==> config.mk <==
export PLATFORM = sky130hd
export DESIGN_NAME = ifetch_icache
export DESIGN_NICKNAME = d
export VERILOG_FILES = /design/src/rtl/ifetch_icache_pkg.sv /design/src/rtl/ifetch_icache_array.sv /design/src/rtl/ifetch_icache.sv
export SDC_FILE = /design/constraint.sdc
export NUM_CORES = 2
export LEC_CHECK = 0
export CAP_MARGIN = 15
export CORE_MARGIN = 5
export CORE_UTILIZATION = 40
export DETAILED_ROUTE_END_ITERATION = 8
export MAX_ROUTING_LAYER = met4
export PLACE_DENSITY = 0.52
export SYNTH_ARGS = -nofsm -noshare
export SYNTH_HDL_FRONTEND = slang
export SYNTH_SLANG_ARGS = --single-unit
==> constraint.sdc <==
create_clock -name clk -period 6.98 [get_ports clk]
set_input_delay 1.396 -clock clk [delete_from_list [all_inputs] [get_ports clk]]
set_output_delay 1.396 -clock clk [all_outputs]
set_load 0.01 [all_outputs]
==> src/rtl/ifetch_icache_pkg.sv <==
// Shared definitions for the instruction-fetch stage: widths, reset PC,
// memory read length and fetch FSM state encodings.
package ifetch_icache_pkg;

  localparam int INST_WIDTH = 32;
  localparam int ADDR_WIDTH = 32;

  localparam logic [ADDR_WIDTH-1:0] DEFAULT_RESET_PC = 32'h0000_0000;

  // Every instruction read asks the memory controller for one 4-byte word.
  localparam logic [3:0] FETCH_LEN = 4'd4;

  typedef enum logic [1:0] {
    ST_IDLE = 2'd0,
    ST_MISS = 2'd1,
    ST_HOLD = 2'd2
  } fetch_state_e;

endpackage

==> src/rtl/ifetch_icache_array.sv <==
// Direct-mapped instruction cache storage: one-word lines, a combinational
// read port and a synchronous write port; valid bits clear on reset.
module ifetch_icache_array
  import ifetch_icache_pkg::*;
#(
  parameter int INDEX_BITS = 6,
  parameter int TAG_BITS   = ADDR_WIDTH - 2 - INDEX_BITS
) (
  input  logic                  clk,
  input  logic                  rst,
  input  logic [INDEX_BITS-1:0] rd_index,
  output logic                  rd_valid,
  output logic [TAG_BITS-1:0]   rd_tag,
  output logic [INST_WIDTH-1:0] rd_data,
  input  logic                  wr_en,
  input  logic [INDEX_BITS-1:0] wr_index,
  input  logic [TAG_BITS-1:0]   wr_tag,
  input  logic [INST_WIDTH-1:0] wr_data
);

  localparam int LINES = 1 << INDEX_BITS;

  logic [LINES-1:0]      valid;
  logic [TAG_BITS-1:0]   tags  [LINES];
  logic [INST_WIDTH-1:0] words [LINES];

  always_ff @(posedge clk) begin
    if (rst) begin
      valid <= '0;
    end else if (wr_en) begin
      valid[wr_index] <= 1'b1;
    end
  end

  // NOTE: tag and data arrays carry no reset; a line is only trusted once its
  // valid bit is set, so clearing the valid vector is sufficient.
  always_ff @(posedge clk) begin
    if (wr_en) begin
      tags[wr_index]  <= wr_tag;
      words[wr_index] <= wr_data;
    end
  end

  assign rd_valid = valid[rd_index];
  assign rd_tag   = tags[rd_index];
  assign rd_data  = words[rd_index];

endmodule

==> src/rtl/ifetch_icache.sv <==
// Fetch stage: holds the PC, serves hits from a direct-mapped I-cache one word
// per cycle, and fills misses through a single-word memory controller read.
module ifetch_icache
  import ifetch_icache_pkg::*;
#(
  parameter int                    INDEX_BITS = 6,
  parameter logic [ADDR_WIDTH-1:0] RESET_PC   = DEFAULT_RESET_PC
) (
  input  logic                  clk,
  input  logic                  rst,
  input  logic                  rdy,
  input  logic                  clear,
  input  logic [ADDR_WIDTH-1:0] clear_pc,
  input  logic                  iq_full,
  output logic                  ins_valid,
  output logic [INST_WIDTH-1:0] ins_data,
  output logic [ADDR_WIDTH-1:0] ins_pc,
  output logic                  mem_req,
  output logic [ADDR_WIDTH-1:0] mem_addr,
  output logic [3:0]            mem_len,
  input  logic                  mem_ok,
  input  logic [INST_WIDTH-1:0] mem_data
);

  localparam int TAG_BITS = ADDR_WIDTH - 2 - INDEX_BITS;

  fetch_state_e          state, state_next;
  logic [ADDR_WIDTH-1:0] pc, pc_next;
  logic                  pend_v, pend_v_next;
  logic [INST_WIDTH-1:0] pend_data, pend_data_next;
  logic                  ins_valid_next;
  logic [INST_WIDTH-1:0] ins_data_next;
  logic [ADDR_WIDTH-1:0] ins_pc_next;
  logic                  mem_req_next;
  logic [ADDR_WIDTH-1:0] mem_addr_next;
  logic                  fill;

  logic [INDEX_BITS-1:0] pc_index;
  logic [TAG_BITS-1:0]   pc_tag;
  logic                  line_valid;
  logic [TAG_BITS-1:0]   line_tag;
  logic [INST_WIDTH-1:0] line_data;
  logic                  hit;

  assign pc_index = pc[INDEX_BITS+1:2];
  assign pc_tag   = pc[ADDR_WIDTH-1:INDEX_BITS+2];
  assign hit      = line_valid && (line_tag == pc_tag);
  assign mem_len  = FETCH_LEN;

  // While in MISS the PC still names the missing word, so it also addresses the fill.
  ifetch_icache_array #(
    .INDEX_BITS (INDEX_BITS),
    .TAG_BITS   (TAG_BITS)
  ) u_array (
    .clk      (clk),
    .rst      (rst),
    .rd_index (pc_index),
    .rd_valid (line_valid),
    .rd_tag   (line_tag),
    .rd_data  (line_data),
    .wr_en    (fill && rdy),
    .wr_index (pc_index),
    .wr_tag   (pc_tag),
    .wr_data  (mem_data)
  );

  always_comb begin
    // NOTE: every signal driven here gets a default first, so no path can
    // leave one unassigned and infer a latch.
    state_next     = state;
    pc_next        = pc;
    pend_v_next    = pend_v;
    pend_data_next = pend_data;
    ins_valid_next = 1'b0;
    ins_data_next  = ins_data;
    ins_pc_next    = ins_pc;
    mem_req_next   = 1'b0;
    mem_addr_next  = mem_addr;
    fill           = 1'b0;

    if (clear) begin
      // Redirect drops any outstanding miss; a coincident mem_ok is discarded.
      pc_next     = clear_pc & ~32'h3;
      state_next  = ST_IDLE;
      pend_v_next = 1'b0;
    end else begin
      case (state)
        ST_IDLE: begin
          if (!iq_full) begin
            if (hit) begin
              ins_valid_next = 1'b1;
              ins_data_next  = line_data;
              ins_pc_next    = pc;
              pc_next        = pc + 32'd4;
            end else begin
              mem_req_next  = 1'b1;
              mem_addr_next = pc;
              state_next    = ST_MISS;
            end
          end
        end
        ST_MISS: begin
          if (mem_ok) begin
            fill    = 1'b1;
            pc_next = pc + 32'd4;
            if (!iq_full) begin
              ins_valid_next = 1'b1;
              ins_data_next  = mem_data;
              ins_pc_next    = mem_addr;
              state_next     = ST_IDLE;
            end else begin
              pend_data_next = mem_data;
              pend_v_next    = 1'b1;
              state_next     = ST_HOLD;
            end
          end
        end
        ST_HOLD: begin
          // mem_addr still holds the address of the parked word.
          if (!iq_full && pend_v) begin
            ins_valid_next = 1'b1;
            ins_data_next  = pend_data;
            ins_pc_next    = mem_addr;
            pend_v_next    = 1'b0;
            state_next     = ST_IDLE;
          end
        end
        default: state_next = ST_IDLE;
      endcase
    end
  end

  // NOTE: state registers use non-blocking assignments so every register
  // samples the values computed before this edge, independent of statement order.
  always_ff @(posedge clk) begin
    if (rst) begin
      state     <= ST_IDLE;
      pc        <= RESET_PC;
      pend_v    <= 1'b0;
      pend_data <= '0;
      ins_valid <= 1'b0;
      ins_data  <= '0;
      ins_pc    <= '0;
      mem_req   <= 1'b0;
      mem_addr  <= '0;
    end else if (rdy) begin
      state     <= state_next;
      pc        <= pc_next;
      pend_v    <= pend_v_next;
      pend_data <= pend_data_next;
      ins_valid <= ins_valid_next;
      ins_data  <= ins_data_next;
      ins_pc    <= ins_pc_next;
      mem_req   <= mem_req_next;
      mem_addr  <= mem_addr_next;
    end
  end

endmodule

# Yosys cells after proc, flatten, opt, wreduce, memory -nomap -nowiden
# Memory sizes are Yosys's and may differ from the RTL's. A register that Yosys moved wholly into a read port is not among the register bits.
# Index checks and enable logic that the tools add are counted.
[totals]
regBits = 229
ramBits = 3584
out_inout_bits = 102
elab_cells = 101
n_memories = 2
[memory_table]
columns = ["memory", "words", "word_bits", "rd", "rd_clocked_by_memory_dff", "wr", "line", "source"]
rows = [
  ["u_array.words", 64, 32, 1, 1, 1, "ifetch_icache_array.sv:25", "logic [INST_WIDTH-1:0] words [LINES];"],
  ["u_array.tags", 64, 24, 1, 1, 1, "ifetch_icache_array.sv:24", "logic [TAG_BITS-1:0] tags [LINES];"],
]
[classes]
n_addsub = 1
order_cmp = 2
eq_ne = 14
n_mux = 53
n_bitwise = 4
reduce_logical = 15
[ops]
columns = ["cell", "count"]
rows = [
  ["32-bit 2-to-1 mux", 14],
  ["32-bit case mux with 3 select lines", 2],
  ["64-bit OR", 1],
  ["32-bit case mux with 2 select lines", 1],
  ["32-bit by 3-bit adder with 32-bit output, second input constant", 1],
  ["5-bit AND reduction", 5],
  ["24-bit == test", 1],
  ["6-bit 2-to-1 mux", 4],
  ["1-bit 2-to-1 mux", 21],
  ["3-bit inequality test, second input constant", 6],
  ["2-bit 2-to-1 mux", 6],
  ["2-bit inequality test, second input constant", 5],
  ["3-bit nonzero test", 3],
  ["8-bit AND reduction", 1],
  ["6-bit by 7-bit < comparator with 1-bit output, second input constant", 1],
  ["1-bit binary-select mux with 6-bit select", 1],
  ["1-bit demux with 6-bit select", 1],
  ["6-bit by 1-bit >= comparator with 1-bit output, second input constant", 1],
  ["2-bit case mux with 3 select lines", 1],
  ["1-bit logical AND", 4],
  ["1-bit inverter", 3],
  ["1-bit case mux with 3 select lines", 1],
  ["2-bit by 1-bit == test with 1-bit output, second input constant", 1],
  ["2-bit == test, second input constant", 1],
  ["other kinds (3)", 3],
]

# Logic depth before layout (Yosys ltp)
[logic_depth]
word_depth = 9
mapped_depth = 20
ltp_nobuf = 12

# Modules after synthesis
# A second synthesis with hierarchy kept.
[hier_totals]
hier_cells = 6986
hier_area_um2 = 146017.5
[by_module_without_submodules]
columns = ["module", "n_inst", "cells_each", "area_each_um2"]
rows = [
  ["ifetch_icache_array", 1, 5980, 137849.7],
  ["ifetch_icache", 1, 1006, 8167.8],
]

# Worst setup path after synthesis
# No wires, ideal clock.
[synth_path]
path_kind = "input -> register"
from = "in clear"
to = "mem u_array.tags[41][0] (netlist bit), enable pin"
setup_time_ns = 0.472
t_arrival_ns = 4.994
required_ns = 6.508
path_slack_ns = 1.514
path_stages = 8
path_buffers = 2
cell_sequence = "clkbuf_1 > clkinv_1 > nand2_1 > nor2_1 > nand2_1 > or3_1 > clkbuf_1 > nor2_1"
[synth_via]
elab_chain_len = 4
[synth_rtl]
columns = ["item", "line", "source"]
rows = [
  ["from (decl)", "ifetch_icache.sv:12", "input logic clear,"],
  ["1-bit 2-to-1 mux", "ifetch_icache.sv:81", "if (clear) begin"],
  ["1-bit logical AND", "ifetch_icache.sv:61", ".wr_en (fill && rdy),"],
  ["1-bit 2-to-1 mux", "ifetch_icache_array.sv:38", "if (wr_en) begin"],
  ["1-bit 2-to-1 mux (not written as such)", "ifetch_icache_array.sv:39", "tags[wr_index] <= wr_tag;"],
  ["to (decl)", "ifetch_icache_array.sv:24", ""],
]
# Every way passes these cells.

==> impl_metrics.ini <==
[grt]
grt_pass1_vias = 77056
antenna_found_initial = 23
grt_max_degree = 105
grt_util_all_layers_pct = 25.6
grt_first_pass_wirelength_um = 657000
grt_overflow = 0

[clock_tree]
clk_latency_ps = 1000
clkTransAtPathRegs_ps = 60
root_buffer = clkbuf_16
clk_path_buf_depth = 4
cts_tree = yes
cts_setup_buffers = 0
ctsResizeCount = 0
clock_sinks = 3813
numCtsBuffers = 406
postCtsHoldBufs = 0
htreeDepth = 5

[worst_hold_path]
hold_start = pend_data[28]$_SDFFE_PP0P_
hold_path.class = register to register

[worst_setup_path]
cp-start-kind = register
reg2reg_slack_ps = 990
slowest_stage = nor4_1
crit_type = register to register
path_delay_family = simple AND/OR/NAND/NOR gates
worst_path_most_repeated_cell = buf_4
cpPeakStageDelay_ps = 780
path_buf_inv = 2
crit_chain = buf_4 > mux4_2 > o2111ai_1 > nand3_1 > nor4_1 > xor2_1 > nand4_1 > nor4_4 > a41oi_4 > buf_4 > o311ai_1 > o21ai_1
required_ps = 7770
crit_fanout = 28
endpoint_kind = register
cp.arrival_ps = 6780

[placement]
io_buffers = 161
postPlaceCellArea_mm2 = 0.157
gp_congestion = 0.848
dp_cells = 12160
hpwl_um = 261000

[final_layout]
drive_gt1_share_pct = 24.8
syn2layout_area_growth_pct = 15.3
layout_commonest_cell = edfxtp_1
fin_nets = 7694
layout.cells.non_filler = 12923
final_cell_mix = 3584 x edfxtp_1, 860 x mux4_2, 532 x mux2i_1
n_fill_cell = 30867
fin_area_mm2 = 0.170

[floorplan]
ios = 172
dieArea_mm2 = 0.382
rows = 223
chipHeight_um = 618
coreArea_mm2 = 0.369
die_width_um = 618
initial_core_util_pct = 40.1

[synthesis]
synth_cell_type_count = 82
synth_edf_count = 3584
synth_area_per_cell_um2 = 20.7
async_flop_share_pct = 0
ys_seq_area_share_pct = 75.9
synthFlopType = edfxtp_1
ys_ff_latch = 3813
ys_warn_count = 0
syn_inst = 7152
synth_area_mm2 = 0.148

[timing]
slew_violations = 0
setup_violations = 0
fin_tns_setup_ps = 0
timing.fmax_ghz = 0.167
skew_ps = 94.3
min_period_ps = 5990
tightest_slew_ps = 1270
rsz0062_at_grt = no
slew_headroom_pct = 14.9
fin_crit_sh_pct = 85.9
hold_violations = 0

[pwr]
power_leakage_uw = 0.0518
power_density_mw_per_mm2 = 284
total_power_uw = 48300
peakVddDrop_uv = 227

[routing]
routed_wl_um = 483000
drtIter0Drc = 9877
ant_nets = 0
drc = 0
vias_per_cell = 6.03
via_count = 77963
dr.pass1.iters = 6
routedWlPerCell_um = 37.4

[job]
maxCapViolations = 0

[run_status]
status = complete, no violations
-- metrics by stage --
| stage | setup slack [ps] | hold slack [ps] | util (%) |
|---|---|---|---|
| after floorplan | 1510 | 435 | - |
| after global placement | 961 | 444 | 42.7 |
| after detailed placement | 1010 | 447 | 42.7 |
| after CTS | 961 | 455 | 46.2 |
| after global routing | 955 | 472 | 46.2 |
| final | 986 | 456 | 46.2 |
-- flip-flops by register name, summed over array words and instances (netlist names), 2 cells and up, named ones only --
signal         count
pc                30
mem_addr          30
u_array.tags    1536
state              2
ins_pc            30
ins_data          32
pend_data         32
u_array.valid     64
u_array.words   2048
-- kinds of logic (layout without fill, tap and decap cells) --
family	Yosys count	after routing	share of synthesized area [%]
compound gates	616	616	2.95
xor+xnor	26	26	0.154
fa+ha+maj	6	6	0.0508
buf+inv	474	1275	1.68
flops	3813	3813	75.9
mux	1394	1394	16.7
other cells	2	22	0.00508
simple gates	821	821	2.50
-- power breakdown --
part	total [uW]	switching, uW	internal, uW
sequential	25000	50.0	24900
clock	21100	9000	12100
combinational	2270	1390	886
-- synthesized netlist by cell type, types with 11 or more instances --
library cell	number	share of area, %
o22ai_1	21	0.089
inv_1	12	0.030
nand3_1	126	0.43
edfxtp_1	3584	73
buf_1	41	0.10
buf_2	111	0.38
o21ai_1	34	0.12
xor2_1	17	0.10
mux4_2	860	13
nor3_1	47	0.16
clkbuf_1	190	0.48
a311oi_1	23	0.14
mux2i_1	532	3.6
a21oi_1	126	0.43
a221oi_1	15	0.089
buf_4	84	0.43
nand2_1	246	0.62
nor4_1	35	0.15
nor2b_1	20	0.085
nand4_1	30	0.13
buf_6	31	0.24
a22oi_1	204	1.0
a31o_1	24	0.14
a2111oi_0	11	0.065
dfxtp_1	229	3.1
o21ai_0	44	0.15
nor2_1	259	0.66
-- worst min-delay path, delay by kind of cell, from the launching register on --
| kind | cells | cell delay, ps |
|---|---|---|
| flip-flops | 1 | 310 |
| AND/OR/NAND/NOR | 1 | 50 |
| AO/OA/AOI/OAI | 1 | 50 |
-- path summary, 6_finish.rpt --
path,endpoint,cells past startpoint
max,pc[9]$_SDFFE_PP0P_,12
min,pend_data[28]$_SDFFE_PP0P_,2
max reg2reg,pc[9]$_SDFFE_PP0P_,12
min reg2reg,pend_data[28]$_SDFFE_PP0P_,2
-- routing by layer --
metal  global-route usage (%)  part of all wire (%)
met5                        -                     0
met4                     7.68                   3.4
met3                     4.06                   7.3
met2                     40.5                    48
met1                     34.5                    41
-- cell type report --
class / instances / area (um2) / share of cell area, %
diodes: 14 / 35.0 / 0.0206
clock buffers: 551 / 11100 / 6.54
clock inverters: 198 / 1770 / 1.04
inverters: 16 / 72.6 / 0.0426
multi-input cells: 2871 / 33700 / 19.8
flip-flops and latches: 3813 / 112000 / 65.9
well taps: 4950 / 6190 / 3.63
repair buffers: 510 / 5210 / 3.06
No activity file was read; power rests on OpenSTA's default activity.
